File: src/rtl/mem_access_unit_pkg.sv
// Shared pipeline definitions for the memory-stage access controller:
// write-back field positions, FSM encoding and the default abort timeout.
package mem_access_unit_pkg;

  // Bit positions inside the 2-bit write-back control field.
  localparam int REGWRITE = 1;
  localparam int MEMTOREG = 0;

  // Default number of WAIT cycles before an outstanding access is abandoned.
  localparam int unsigned TIMEOUT_DEFAULT = 15;

  typedef enum logic {
    IDLE = 1'b0,
    WAIT = 1'b1
  } state_t;

endpackage

File: src/rtl/mem_access_unit_if.sv
// Data-memory request/acknowledge bus between the memory stage and memory.
//
// Handshake: the master raises req_o together with we_o, maddr_o and
// mwdata_o and holds all four stable until it sees ack_i. The slave answers
// with a single-cycle ack_i pulse; for reads mrdata_i is valid only in that
// cycle. The master may withdraw req_o without an ack (timeout or reset),
// so the slave must tolerate an abandoned request. At most one request is
// outstanding at a time.
interface mem_access_unit_if;

  logic        req_o;
  logic        we_o;
  logic [31:0] maddr_o;
  logic [31:0] mwdata_o;
  logic        ack_i;
  logic [31:0] mrdata_i;

  modport master (
    output req_o,
    output we_o,
    output maddr_o,
    output mwdata_o,
    input  ack_i,
    input  mrdata_i
  );

  modport slave (
    input  req_o,
    input  we_o,
    input  maddr_o,
    input  mwdata_o,
    output ack_i,
    output mrdata_i
  );

endinterface

File: src/rtl/mem_access_unit.sv
// Memory-stage access controller: issues data-memory requests for aligned
// loads/stores, stalls the pipeline while one is outstanding, aborts on
// timeout, and registers the stage result into the MEM/WB outputs.
module mem_access_unit
  import mem_access_unit_pkg::*;
#(
  parameter int unsigned TIMEOUT = TIMEOUT_DEFAULT
) (
  input  logic               clk_i,
  input  logic               rst_n_i,
  input  logic [1:0]         WB_i,
  input  logic               MemRead_i,
  input  logic               MemWrite_i,
  input  logic [31:0]        ALU_i,
  input  logic [31:0]        wdata_i,
  input  logic [4:0]         rd_i,
  mem_access_unit_if.master  mem,
  output logic               stall_o,
  output logic [1:0]         WB_o,
  output logic [31:0]        rdata_o,
  output logic [31:0]        ALU_o,
  output logic [4:0]         rd_o,
  output logic               err_o,
  output state_t             state_o
);

  // Last count value in WAIT before the access is abandoned.
  localparam logic [7:0] TIMEOUT_CNT = 8'(TIMEOUT - 1);

  state_t     state;
  state_t     state_nxt;
  logic [7:0] cnt;

  logic is_mem;
  logic aligned;
  logic accept;
  logic misalign;
  logic done;
  logic tmo;

  assign is_mem  = MemRead_i | MemWrite_i;
  assign aligned = (ALU_i[1:0] == 2'b00);
  assign state_o = state;

  // State register.
  always_ff @(posedge clk_i or negedge rst_n_i) begin
    if (!rst_n_i) state <= IDLE;
    else          state <= state_nxt;
  end

  // Next state, stall and datapath control decode.
  always_comb begin
    state_nxt = state;
    accept    = 1'b0;
    misalign  = 1'b0;
    done      = 1'b0;
    tmo       = 1'b0;
    stall_o   = 1'b0;
    case (state)
      IDLE: begin
        if (is_mem) begin
          if (aligned) begin
            accept    = 1'b1;
            stall_o   = 1'b1;
            state_nxt = WAIT;
          end else begin
            misalign  = 1'b1;
          end
        end
      end
      WAIT: begin
        if (mem.ack_i) begin
          done      = 1'b1;
          state_nxt = IDLE;
        end else if (cnt == TIMEOUT_CNT) begin
          // Release the pipeline in the abort cycle itself.
          tmo       = 1'b1;
          state_nxt = IDLE;
        end else begin
          stall_o   = 1'b1;
        end
      end
      default: state_nxt = IDLE;
    endcase
    // Never hold the pipeline while it is being reset.
    if (!rst_n_i) stall_o = 1'b0;
  end

  // Request bus, timeout counter, error flag and MEM/WB output registers.
  always_ff @(posedge clk_i or negedge rst_n_i) begin
    if (!rst_n_i) begin
      mem.req_o    <= 1'b0;
      mem.we_o     <= 1'b0;
      mem.maddr_o  <= '0;
      mem.mwdata_o <= '0;
      WB_o         <= '0;
      rdata_o      <= '0;
      ALU_o        <= '0;
      rd_o         <= '0;
      err_o        <= 1'b0;
      cnt          <= '0;
    end else if (accept) begin
      // A set MemWrite_i wins when both controls are high.
      mem.maddr_o  <= ALU_i;
      mem.mwdata_o <= wdata_i;
      mem.we_o     <= MemWrite_i;
      mem.req_o    <= 1'b1;
      cnt          <= '0;
      WB_o         <= '0;
    end else if (misalign) begin
      err_o        <= 1'b1;
      WB_o         <= '0;
      rd_o         <= rd_i;
    end else if (state == IDLE) begin
      WB_o         <= WB_i;
      ALU_o        <= ALU_i;
      rd_o         <= rd_i;
    end else if (done) begin
      mem.req_o    <= 1'b0;
      WB_o         <= WB_i;
      ALU_o        <= ALU_i;
      rd_o         <= rd_i;
      if (!mem.we_o) rdata_o <= mem.mrdata_i;
    end else if (tmo) begin
      mem.req_o    <= 1'b0;
      err_o        <= 1'b1;
      WB_o         <= '0;
    end else begin
      cnt          <= cnt + 8'd1;
      WB_o         <= '0;
    end
  end

endmodule

File: src/flat_wrapper.sv
// flat-port wrapper written by rule: the top's interface ports become plain ports
module mem_access_unit_flat import mem_access_unit_pkg::*;
#(
  parameter int unsigned TIMEOUT = TIMEOUT_DEFAULT
)
  (clk_i, rst_n_i, WB_i, MemRead_i, MemWrite_i, ALU_i, wdata_i, rd_i, stall_o, WB_o, rdata_o, ALU_o, rd_o, err_o, state_o, mem_req_o, mem_we_o, mem_maddr_o, mem_mwdata_o, mem_ack_i, mem_mrdata_i);
  mem_access_unit_if mem_i ();
  input  logic clk_i;
  input  logic rst_n_i;
  input  logic [1:0] WB_i;
  input  logic MemRead_i;
  input  logic MemWrite_i;
  input  logic [31:0] ALU_i;
  input  logic [31:0] wdata_i;
  input  logic [4:0] rd_i;
  output logic stall_o;
  output logic [1:0] WB_o;
  output logic [31:0] rdata_o;
  output logic [31:0] ALU_o;
  output logic [4:0] rd_o;
  output logic err_o;
  output state_t state_o;
  output wire logic [$bits(mem_i.req_o)-1:0] mem_req_o;
  output wire logic [$bits(mem_i.we_o)-1:0] mem_we_o;
  output wire logic [$bits(mem_i.maddr_o)-1:0] mem_maddr_o;
  output wire logic [$bits(mem_i.mwdata_o)-1:0] mem_mwdata_o;
  input wire logic [$bits(mem_i.ack_i)-1:0] mem_ack_i;
  input wire logic [$bits(mem_i.mrdata_i)-1:0] mem_mrdata_i;
  assign mem_req_o = mem_i.req_o;
  assign mem_we_o = mem_i.we_o;
  assign mem_maddr_o = mem_i.maddr_o;
  assign mem_mwdata_o = mem_i.mwdata_o;
  assign mem_i.ack_i = mem_ack_i;
  assign mem_i.mrdata_i = mem_mrdata_i;
  mem_access_unit #(.TIMEOUT(TIMEOUT)) u_core (.clk_i(clk_i), .rst_n_i(rst_n_i), .WB_i(WB_i), .MemRead_i(MemRead_i), .MemWrite_i(MemWrite_i), .ALU_i(ALU_i), .wdata_i(wdata_i), .rd_i(rd_i), .mem(mem_i), .stall_o(stall_o), .WB_o(WB_o), .rdata_o(rdata_o), .ALU_o(ALU_o), .rd_o(rd_o), .err_o(err_o), .state_o(state_o));
endmodule
File: config.mk
export PLATFORM = sky130hd
export DESIGN_NAME = mem_access_unit_flat
export DESIGN_NICKNAME = d
export VERILOG_FILES = /design/src/rtl/mem_access_unit_pkg.sv /design/src/rtl/mem_access_unit_if.sv /design/src/rtl/mem_access_unit.sv /design/src/flat_wrapper.sv
export SDC_FILE = /design/constraint.sdc
export NUM_CORES = 1
export LEC_CHECK = 0
export ABC_AREA = 0
export BUFFER_PORTS_ARGS = -buffer_cell sky130_fd_sc_hd__buf_4
export CORE_MARGIN = 5
export CORE_UTILIZATION = 45
export DETAILED_ROUTE_END_ITERATION = 6
export PLACE_DENSITY = 0.88
export SLEW_MARGIN = 10
export SYNTH_ARGS = -nofsm -noshare
export SYNTH_HDL_FRONTEND = slang
export SYNTH_SLANG_ARGS = --single-unit
File: constraint.sdc
create_clock -name clk_i -period 2.3 [get_ports clk_i]
set_input_delay 0.23 -clock clk_i [delete_from_list [all_inputs] [get_ports clk_i]]
set_output_delay 0.23 -clock clk_i [all_outputs]
set_load 0.02 [all_outputs]
## Word level (Yosys, flattened, before mapping)

Index checks and enable logic that the tools add are counted.

- Bits in registers: 147
- Output and inout port bits: 140
- Logic and storage cells: 73

- $add $sub $neg: 1
- Equal/unequal tests: 7
- Muxes and demuxes: 38
- Bitwise operators: 5
- Reductions and logical operators: 11

Operators by type and width:

| operator | number |
|---|---|
| $mux 32 | 2 |
| $mux 8 | 5 |
| $mux 1 | 23 |
| $mux 5 | 3 |
| $add 8x1->8 const B | 1 |
| $eq 8x4->1 const B | 1 |
| $mux 2 | 4 |
| $ne 2x1->1 const B | 4 |
| $reduce_and 4->1 | 2 |
| $reduce_and 3->1 | 2 |
| $reduce_bool 2->1 | 3 |
| $reduce_and 5->1 | 1 |
| $not 1->1 | 4 |
| $ne 3x3->1 const B | 1 |
| $reduce_bool 3->1 | 1 |
| $logic_not 2->1 | 1 |
| $ne 2x2->1 const B | 1 |
| $pmux 1 s2 | 1 |
| $reduce_and 2->1 | 1 |
| $or 1x1->1 | 1 |

## Depth between registers and ports, before layout

Gate-level depths: netlist (run 1).

- Depth after elaboration: 9
- Depth in mapped cells: 7
- Gate-level depth less buffers: 5

## Worst setup path after synthesis (run 1)

Ideal clock, no wire load.

- Path type: reg2out
- From: reg u_core.state (netlist: u_core.state_o)
- To: out stall_o
- Arrival: 1.917 ns
- Slack: 0.153 ns
- Cell stages (with the launch flop): 8
- Path buffers: 4
- Cells stage by stage: dfrtp_1 -> buf_2 -> o21bai_4 -> or2_1 -> clkbuf_1 -> buf_6 -> buf_6 -> a21boi_0

- Longest elaborated chain between the ends: 3

Ends and longest elaborated chain:

| element | RTL line | text |
|---|---|---|
| start: declaration | mem_access_unit.sv:30 | `state_t state;` |
| start signal: assignment | mem_access_unit.sv:48 | `else state <= state_nxt;` |
| $not 1->1 | n/a |  |
| $pmux 1 s2 * | mem_access_unit.sv:59 | `case (state)` |
| $mux 1 * | mem_access_unit.sv:86 | `if (!rst_n_i) stall_o = 1'b0;` |
| end: declaration | flat_wrapper.sv:16 | `output logic stall_o;` |

Mark *: on every way between the ends. The rest lies on a longest branch, timed or not.

## Worst setup path after layout (run 1)

- From: reg u_core.cnt[0]
- To: out stall_o

- Longest elaborated chain between the ends: 5

Ends and longest elaborated chain:

| element | RTL line | text |
|---|---|---|
| start: declaration | mem_access_unit.sv:32 | `logic [7:0] cnt;` |
| start signal: assignment | mem_access_unit.sv:129 | `cnt <= cnt + 8'd1;` |
| $eq 8x4->1 | mem_access_unit.sv:75 | `end else if (cnt == TIMEOUT_CNT) begin` |
| $mux 1 | mem_access_unit.sv:75 |  |
| $mux 1 | mem_access_unit.sv:72 | `if (mem.ack_i) begin` |
| $pmux 1 s2 | mem_access_unit.sv:59 |  |
| $mux 1 | mem_access_unit.sv:86 |  |

No other way between the ends.

==> results of run 1 <==
## flip-flops by register name (all words and copies together), names as in the netlist
signal,flops
u_core.mem.req_o,1
u_core.rdata_o,32
u_core.rd_o,5
u_core.mem.we_o,1
u_core.ALU_o,32
u_core.WB_o,2
u_core.cnt,8
u_core.mem.mwdata_o,32
u_core.state_o,1
u_core.err_o,1
u_core.mem.maddr_o,32
## final cells by class
| class | instances | area share |
|---|---|---|
| clock buffer | 19 | 0.05380 |
| clock inverter | 13 | 0.01308 |
| inverter | 4 | 0.001783 |
| multi-input combinational | 186 | 0.2357 |
| sequential | 147 | 0.4369 |
| tap | 172 | 0.02556 |
| timing repair buffer | 254 | 0.2332 |
## what timing repair did
item	4_1_cts	5_1_grt
endpoints found under the setup margin	0	1
hold buffers	1	0
resized for setup	0	2
hold endpoints to repair	61	0
buffers inserted	0	0
## cells by family after synthesis
group / count (synthesis) / synth area share
DFF: 147 / 0.6377
AOI/OAI and AO/OA: 21 / 0.02408
muxes: 137 / 0.2826
adders and majority gates: 2 / 0.004338
and+or+nand+nor: 26 / 0.02950
buffers and inverters: 21 / 0.02169
## layout by cell type (no fill, tap or decap), types with 2 or more instances in the layout
cell / count
nor2_1: 2
nand3b_1: 2
o21ai_0: 8
clkbuf_8: 2
mux2i_1: 5
buf_12: 4
o211ai_1: 2
nand2_1: 2
clkbuf_16: 17
and2_1: 3
nor2b_1: 3
clkinv_2: 5
ha_1: 2
or3_1: 2
dfrtp_1: 147
mux2_4: 25
buf_4: 248
a21oi_1: 3
mux2_2: 107
clkinvlp_4: 5
inv_1: 4
## routing by layer
layer,GRT usage,routed length (µm),up-vias
li1,-,-,1776
met1,0.2005,4961,1950
met2,0.3411,7646,158
met3,0.06908,1213,25
met4,0.06920,296,0
met5,0,0,-
## final timing paths
| check | from | to | depth (start not counted) |
|---|---|---|---|
| worst max-delay path | u_core.cnt[0]$_DFFE_PN0P_ | stall_o | 6 |
| worst min-delay path | wdata_i[19] | u_core.mem.mwdata_o[19]$_DFFE_PN0N_ | 2 |
| worst max register to register | u_core.state_o$_DFF_PN0_ | u_core.mem.mwdata_o[2]$_DFFE_PN0N_ | 4 |
| worst min register to register | u_core.mem.maddr_o[1]$_DFFE_PN0N_ | u_core.mem.maddr_o[1]$_DFFE_PN0N_ | 1 |
| max in group asynchronous | rst_n_i | u_core.rdata_o[22]$_DFFE_PN0P_ | 3 |
| min in group asynchronous | rst_n_i | u_core.cnt[2]$_DFFE_PN0P_ | 3 |
## power by group through the flow
stage                     logic (µW)  registers (µW)  clock network, µW
after global routing            3160            3710               2760
after floorplan                  786            4390                  0
after detailed placement        3010            3670                  0
after global placement          2940            3620                  0
final                           2980            3630               2590
after CTS                       3020            3640               2650
## per-stage QoR
step	hold WS, ns	setup WS, ns	cell area (µm²)
2_1_floorplan	-0.06559	0.1534	5768
3_3_place_gp	0.4130	0.5042	7840
3_5_place_dp	0.4333	0.4530	7840
4_1_cts	0.02762	0.003260	8413
5_1_grt	0.02677	0.003419	8419
6_report	0.04719	0.1364	8419
## synth_stat cells (all sizes together), types with 2 or more instances
cell,n
o211ai,2
nand3b,2
nor2b,3
mux2i,5
dfrtp,147
and2,3
or3,2
or2,2
ha,2
nor2,2
clkbuf,4
buf,13
nand2,2
inv,4
a21oi,4
o21ai,9
mux2,132
==> run summary, run 1 <==
PWR
--------------------------------------------------------------------------------------------------------
PD cells                                                                                     1092 nW/µm²
Total net switching power                                                                        2911 µW
Part of the power in registers                                                                     0.395
Comb power frac                                                                                    0.324
Sw Ratio                                                                                          0.3164
Peak supply drop                                                                             0.0006721 V
Tot Pwr                                                                                          9198 µW
Proportion of power drawn by the clock network                                                     0.281
Internal power contribution                                                                      6287 µW
Leakage power figure                                                                         0.004119 µW

SYNTHESIS
--------------------------------------------------------------------------------------------------------
Ranking of synthesized cells by area                                                        dfrtp_1 (64%), mux2_2 (21%), mux2_4 (6.5%)
Post-synth top area cell                                                                         dfrtp_1
Post-Syn Area                                                                                   5768 µm²
Post-synth EDFFs                                                                                       0
Syn Nets                                                                                             464
Distinct cells, synth                                                                                 37
Share of synthesized flip-flops with an asynchronous set or reset                                  1.000
Cells after Synth                                                                                    354
Mean instance size in the synthesized netlist                                                  16.29 µm²
Count of synthesis-stage warnings from yosys                                                           0
Commonest register cell after synthesis                                                          dfrtp_1
Share of synthesized area occupied by flip-flops and latches                                      0.6377
Area share of the largest cell type after synthesis                                               0.6377
Number of register bits inferred by synthesis                                                        147

STA
--------------------------------------------------------------------------------------------------------
Max Clk Rate                                                                                   462.2 MHz
Hold Fails Final Rpt                                                                                   0
Fin Clk Skew                                                                                 0.006058 ns
Number of max-slew violations in the final report                                                      0
Endpoints failing setup                                                                                0
Setup TNS                                                                                           0 ns
Portion of the clock cycle consumed by the worst path in the final layout                         0.9407
Final critical-path required period                                                             2.164 ns
Tightest Pin Transition                                                                        0.7400 ns
Worst-case headroom to the max-slew limit                                                         0.5067
RSZ-0062 raised after global routing                                                               false

FLOORPLANNING
--------------------------------------------------------------------------------------------------------
Die area                                                                                       15180 µm²
Number of rows in the core area                                                                       41
Overall die width                                                                               123.2 µm
IO Pins                                                                                              248
Vertical die dimension                                                                          123.2 µm
CORE AREA                                                                                      12570 µm²
Initial Utilization                                                                               0.4589

CRITICAL PATH
--------------------------------------------------------------------------------------------------------
Delay contributed by the slowest stage of the critical path                                      0.43 ns
CP Data Required Time                                                                            2.07 ns
Worst path top cell family by delay                                                           flip-flops
Arr. time, crit path                                                                             1.93 ns
Largest fanout on the critical path                                                                    6
CP startpoint kind                                                                                  flop
Crit path buffers/inverters                                                                            2
Cell Chain, Critical Path                                                                   inv_1, ha_1, or3b_4, o21ai_2, a21boi_0, buf_4
Reg2reg setup slack                                                                              0.46 ns
CP Class                                                                                    flop to output port
Master of the slowest instance on the critical path                                              dfrtp_1
Category of the worst setup path capture point                                               output port

FINAL LAYOUT
--------------------------------------------------------------------------------------------------------
Count of placed standard cells in the final layout, fillers left out                                 795
Sequential Area                                                                                 3679 µm²
Layout net count                                                                                     720
Area taken by multi-input logic gates                                                           1984 µm²
Area Growth Syn to Fin                                                                            45.97%
Proportion of layout cells with a drive suffix above 1                                            0.6774
Total inserted antenna cells                                                                           0
# fillers                                                                                            923
Final core utilization                                                                            0.6699

PLACEMENT
--------------------------------------------------------------------------------------------------------
Count of buffers from port buffering                                                                 247
Post-detail-place hpwl                                                                          10480 µm
Cell count after placement                                                                           762
Gpl congestion                                                                                    0.7422

ROUTING
--------------------------------------------------------------------------------------------------------
Drt drc                                                                                                0
Post-route ant nets                                                                                    0
Drt total wl                                                                                    14120 µm
Routed length per placed instance                                                               17.76 µm
Violation count after the first detailed-route iteration                                             166
Via count                                                                                           3909
Vias per inst                                                                                      4.917
First-pass iteration count of the detailed router                                                      4

GLOBAL ROUTING
--------------------------------------------------------------------------------------------------------
Number of antenna violations at the first check in global routing                                      0
Wire length of the first global-routing pass                                                    21940 µm
Pin count of the biggest net entering global routing                                                 148
Via count of the first global-routing pass                                                          4393
Residual overflow from global routing                                                                  0
GR Util All Layers                                                                                0.1886

CLOCK NETWORK
--------------------------------------------------------------------------------------------------------
CTS tree                                                                                           built
Number of buffers inserted during clock tree synthesis                                                17
Clock insertion delay at the later pin of the skew report                                        0.41 ns
Clock root buffer                                                                              clkbuf_16
Clock H-tree levels                                                                                    4
Maximum clock path buffer count                                                                        2
Post-CTS clock slew at the launch and capture registers of the worst setup and hold paths        0.06 ns
Clock sink count                                                                                     147

MIN PATH
--------------------------------------------------------------------------------------------------------
Worst hold path class                                                                       input pin to flop

JOB
--------------------------------------------------------------------------------------------------------
Maxcap violations                                                                                      0

OUTCOME
--------------------------------------------------------------------------------------------------------
Result of the run                                                                           finished, final reports clean

Note: power is estimated with default switching activity, not from simulation.
==> run 2: changes to the inputs <==
CAP_MARGIN = 20   (was not set)
clock period = 2.13 ns   (was 2.3 ns; I/O delays follow)
==> run 2 against run 1 <==
  * Total power grew 13%
  * Register-to-register slack got worse by 0.18 ns
  * Critical endpoint unchanged
  * Cell area up 1.2%
==> run summary, run 2 (same netlist as run 1, synthesis figures left out) <==
OUTCOME
--------------------------------------------------------------------------------------------------------
Result of the run                                                                           finished, final reports clean

PLACEMENT
--------------------------------------------------------------------------------------------------------
Post-detail-place hpwl                                                                          10420 µm
Count of buffers from port buffering                                                                 247
Gpl congestion                                                                                    0.7442

MIN PATH
--------------------------------------------------------------------------------------------------------
Hold_sp                                                                                      wdata_i[15]
Worst hold path class                                                                       input pin to flop
Worst hold path depth                                                                                  2
Min-Delay Endpoint                                                                          u_core.mem.mwdata_o[15]$_DFFE_PN0N_

CRITICAL PATH
--------------------------------------------------------------------------------------------------------
Cell repeated most along the worst path                                                            buf_4
Reg-to-reg startpoint                                                                       u_core.state_o$_DFF_PN0_
Cell Chain, Critical Path                                                                   buf_4, o21bai_4, or2_4, a21boi_1, buf_4
CP startpoint kind                                                                                  flop
CP Data Required Time                                                                            1.92 ns
Master of the slowest instance on the critical path                                              dfrtp_1
Delay contributed by the slowest stage of the critical path                                      0.43 ns
CP Class                                                                                    flop to output port
Reg2reg setup slack                                                                              0.28 ns
Arr. time, crit path                                                                             1.80 ns
R2r worst-path depth                                                                                   5
Category of the worst setup path capture point                                               output port
Largest fanout on the critical path                                                                    9
Capture point of the worst reg-to-reg path                                                  u_core.mem.mwdata_o[1]$_DFFE_PN0N_

CLOCK NETWORK
--------------------------------------------------------------------------------------------------------
Clock sink count                                                                                     147
CTS tree                                                                                           built
Number of buffers inserted during clock tree synthesis                                                17
Maximum clock path buffer count                                                                        2
Clock H-tree levels                                                                                    4
Post-CTS clock slew at the launch and capture registers of the worst setup and hold paths        0.06 ns
Clock insertion delay at the later pin of the skew report                                        0.41 ns
Clock root buffer                                                                              clkbuf_16

PWR
--------------------------------------------------------------------------------------------------------
Leakage power figure                                                                         0.004180 µW
Part of the power in registers                                                                     0.377
PD cells                                                                                     1214 nW/µm²
Internal power contribution                                                                      7259 µW
Peak supply drop                                                                             0.0006385 V
Total net switching power                                                                        3090 µW
Comb power frac                                                                                    0.314
Proportion of power drawn by the clock network                                                     0.309
Sw Ratio                                                                                          0.2986

STA
--------------------------------------------------------------------------------------------------------
Fin Clk Skew                                                                                 0.005821 ns
Max Clk Rate                                                                                   496.8 MHz
Worst-case headroom to the max-slew limit                                                         0.4961
Hold Fails Final Rpt                                                                                   0
Portion of the clock cycle consumed by the worst path in the final layout                         0.9449
RSZ-0062 raised after global routing                                                               false
Number of max-slew violations in the final report                                                      0
Endpoints failing setup                                                                                0
Tightest Pin Transition                                                                        0.7559 ns
Setup TNS                                                                                           0 ns
Final critical-path required period                                                             2.013 ns

ROUTING
--------------------------------------------------------------------------------------------------------
Wire length the detailed router placed on met1                                                   5150 µm
Drt total wl                                                                                    14150 µm
Routed length per placed instance                                                               17.73 µm
Via count                                                                                           3911
Drt drc                                                                                                0
Met2 Wirelength                                                                                  7537 µm
Post-route ant nets                                                                                    0
Violation count after the first detailed-route iteration                                             201
Topmost layer with routed signal wires                                                              met4
First-pass iteration count of the detailed router                                                      4
Vias per inst                                                                                      4.901
Routed wire length on met3                                                                       1173 µm

FINAL LAYOUT
--------------------------------------------------------------------------------------------------------
Total inserted antenna cells                                                                           0
Final core utilization                                                                            0.6780
Proportion of layout cells with a drive suffix above 1                                            0.6757
Most common cell after layout, fill and taps aside                                                 buf_4
Commonest cells after routing, fill and taps aside                                          buf_4 (252), dfrtp_1 (147), mux2_2 (107), mux2_4 (25), clkbuf_16 (17)
Layout net count                                                                                     723
Area Growth Syn to Fin                                                                            47.74%

GLOBAL ROUTING
--------------------------------------------------------------------------------------------------------
Wire length of the first global-routing pass                                                    22140 µm
GR Util All Layers                                                                                0.1882
Number of antenna violations at the first check in global routing                                      0
Via count of the first global-routing pass                                                          4320
Pin count of the biggest net entering global routing                                                 148
Residual overflow from global routing                                                                  0

FLOORPLANNING
--------------------------------------------------------------------------------------------------------
Initial Utilization                                                                               0.4589
Number of rows in the core area                                                                       41
CORE AREA                                                                                      12570 µm²
Vertical die dimension                                                                          123.2 µm
IO Pins                                                                                              248
Overall die width                                                                               123.2 µm
Die area                                                                                       15180 µm²

JOB
--------------------------------------------------------------------------------------------------------
Maxcap violations                                                                                      0

[run 2: cell count changes in the layout (fill, tap and decap cells not counted), moves of 3 or more]
cell / previous run / this run
buf_4: 248 / 252
bufinv_16: 1 / 4
clkbuf_8: 2 / 5
clkinv_2: 5 / 2
clkinvlp_4: 5 / 1
[run 2: metrics by stage]
stage / setup WS [ns] / instance area, µm² / total power (µW) / hold WS, ns / std cells
6_report: 0.1173 / 8522 / 10350 / 0.03101 / 798
5_1_grt: 0.0005320 / 8522 / 10840 / 0.007376 / 798
4_1_cts: 0.04162 / 8494 / 10460 / 0.007376 / 797
3_5_place_dp: 0.1710 / 7815 / 7198 / 0.4230 / 762
3_3_place_gp: 0.1849 / 7815 / 7071 / 0.4038 / 762
2_1_floorplan: 0.0003926 / 5768 / 5588 / -0.08259 / 354
[run 2: layout make-up]
cell class | instances | area (µm²)
fillers | 878 | 4046
clock buffers | 24 | 501.7
multi-input cells | 186 | 1984
repair buffers | 257 | 1981
clock inverters | 8 | 146.4
flip-flops and latches | 147 | 3679
inverters | 4 | 15.01
well taps | 172 | 215.2
[run 2: critical path, delay by kind of cell (launching register included)]
family | cells | cell delay, ns
buffers and inverters | 2 | 0.35
flip-flops | 1 | 0.43
AO/OA/AOI/OAI | 2 | 0.34
AND/OR/NAND/NOR | 1 | 0.28
[run 2: routing by layer]
metal / up-vias / GRT usage
li1: 1773 / -
met1: 1944 / 0.2122
met2: 173 / 0.3265
met3: 21 / 0.05947
met4: 0 / 0.08374
met5: - / 0
[run 2: how the worst max path moves through the flow]
stage / slack, ns / start / to / depth (start not counted)
floorplan: 0.0004 / u_core.state_o$_DFF_PN0_ / stall_o / 7
global placement: 0.18 / u_core.state_o$_DFF_PN0_ / u_core.ALU_o[21]$_DFFE_PN0P_ / 3
detailed placement: 0.17 / u_core.state_o$_DFF_PN0_ / u_core.ALU_o[16]$_DFFE_PN0P_ / 3
CTS: 0.04 / u_core.state_o$_DFF_PN0_ / stall_o / 5
global route: 0.0005 / u_core.cnt[0]$_DFFE_PN0P_ / stall_o / 6
finish: 0.12 / u_core.state_o$_DFF_PN0_ / stall_o / 5
[run 2: power by group through the flow]
stage / clock (µW) / sequential, µW / combinational (µW)
4_1_cts: 3270 / 3900 / 3290
2_1_floorplan: 0 / 4740 / 849
5_1_grt: 3410 / 3990 / 3440
6_report: 3200 / 3900 / 3250
3_5_place_dp: 0 / 3950 / 3250
3_3_place_gp: 0 / 3900 / 3180
[run 2: timing repair]
item                                   in CTS  in global routing
setup endpoints to repair                   1                  1
endpoints found under the hold margin     145                  0
setup buffers                               2                  0
gates resized for setup                     2                  1
pin swaps                                   1                  0
hold buffers                                1                  0
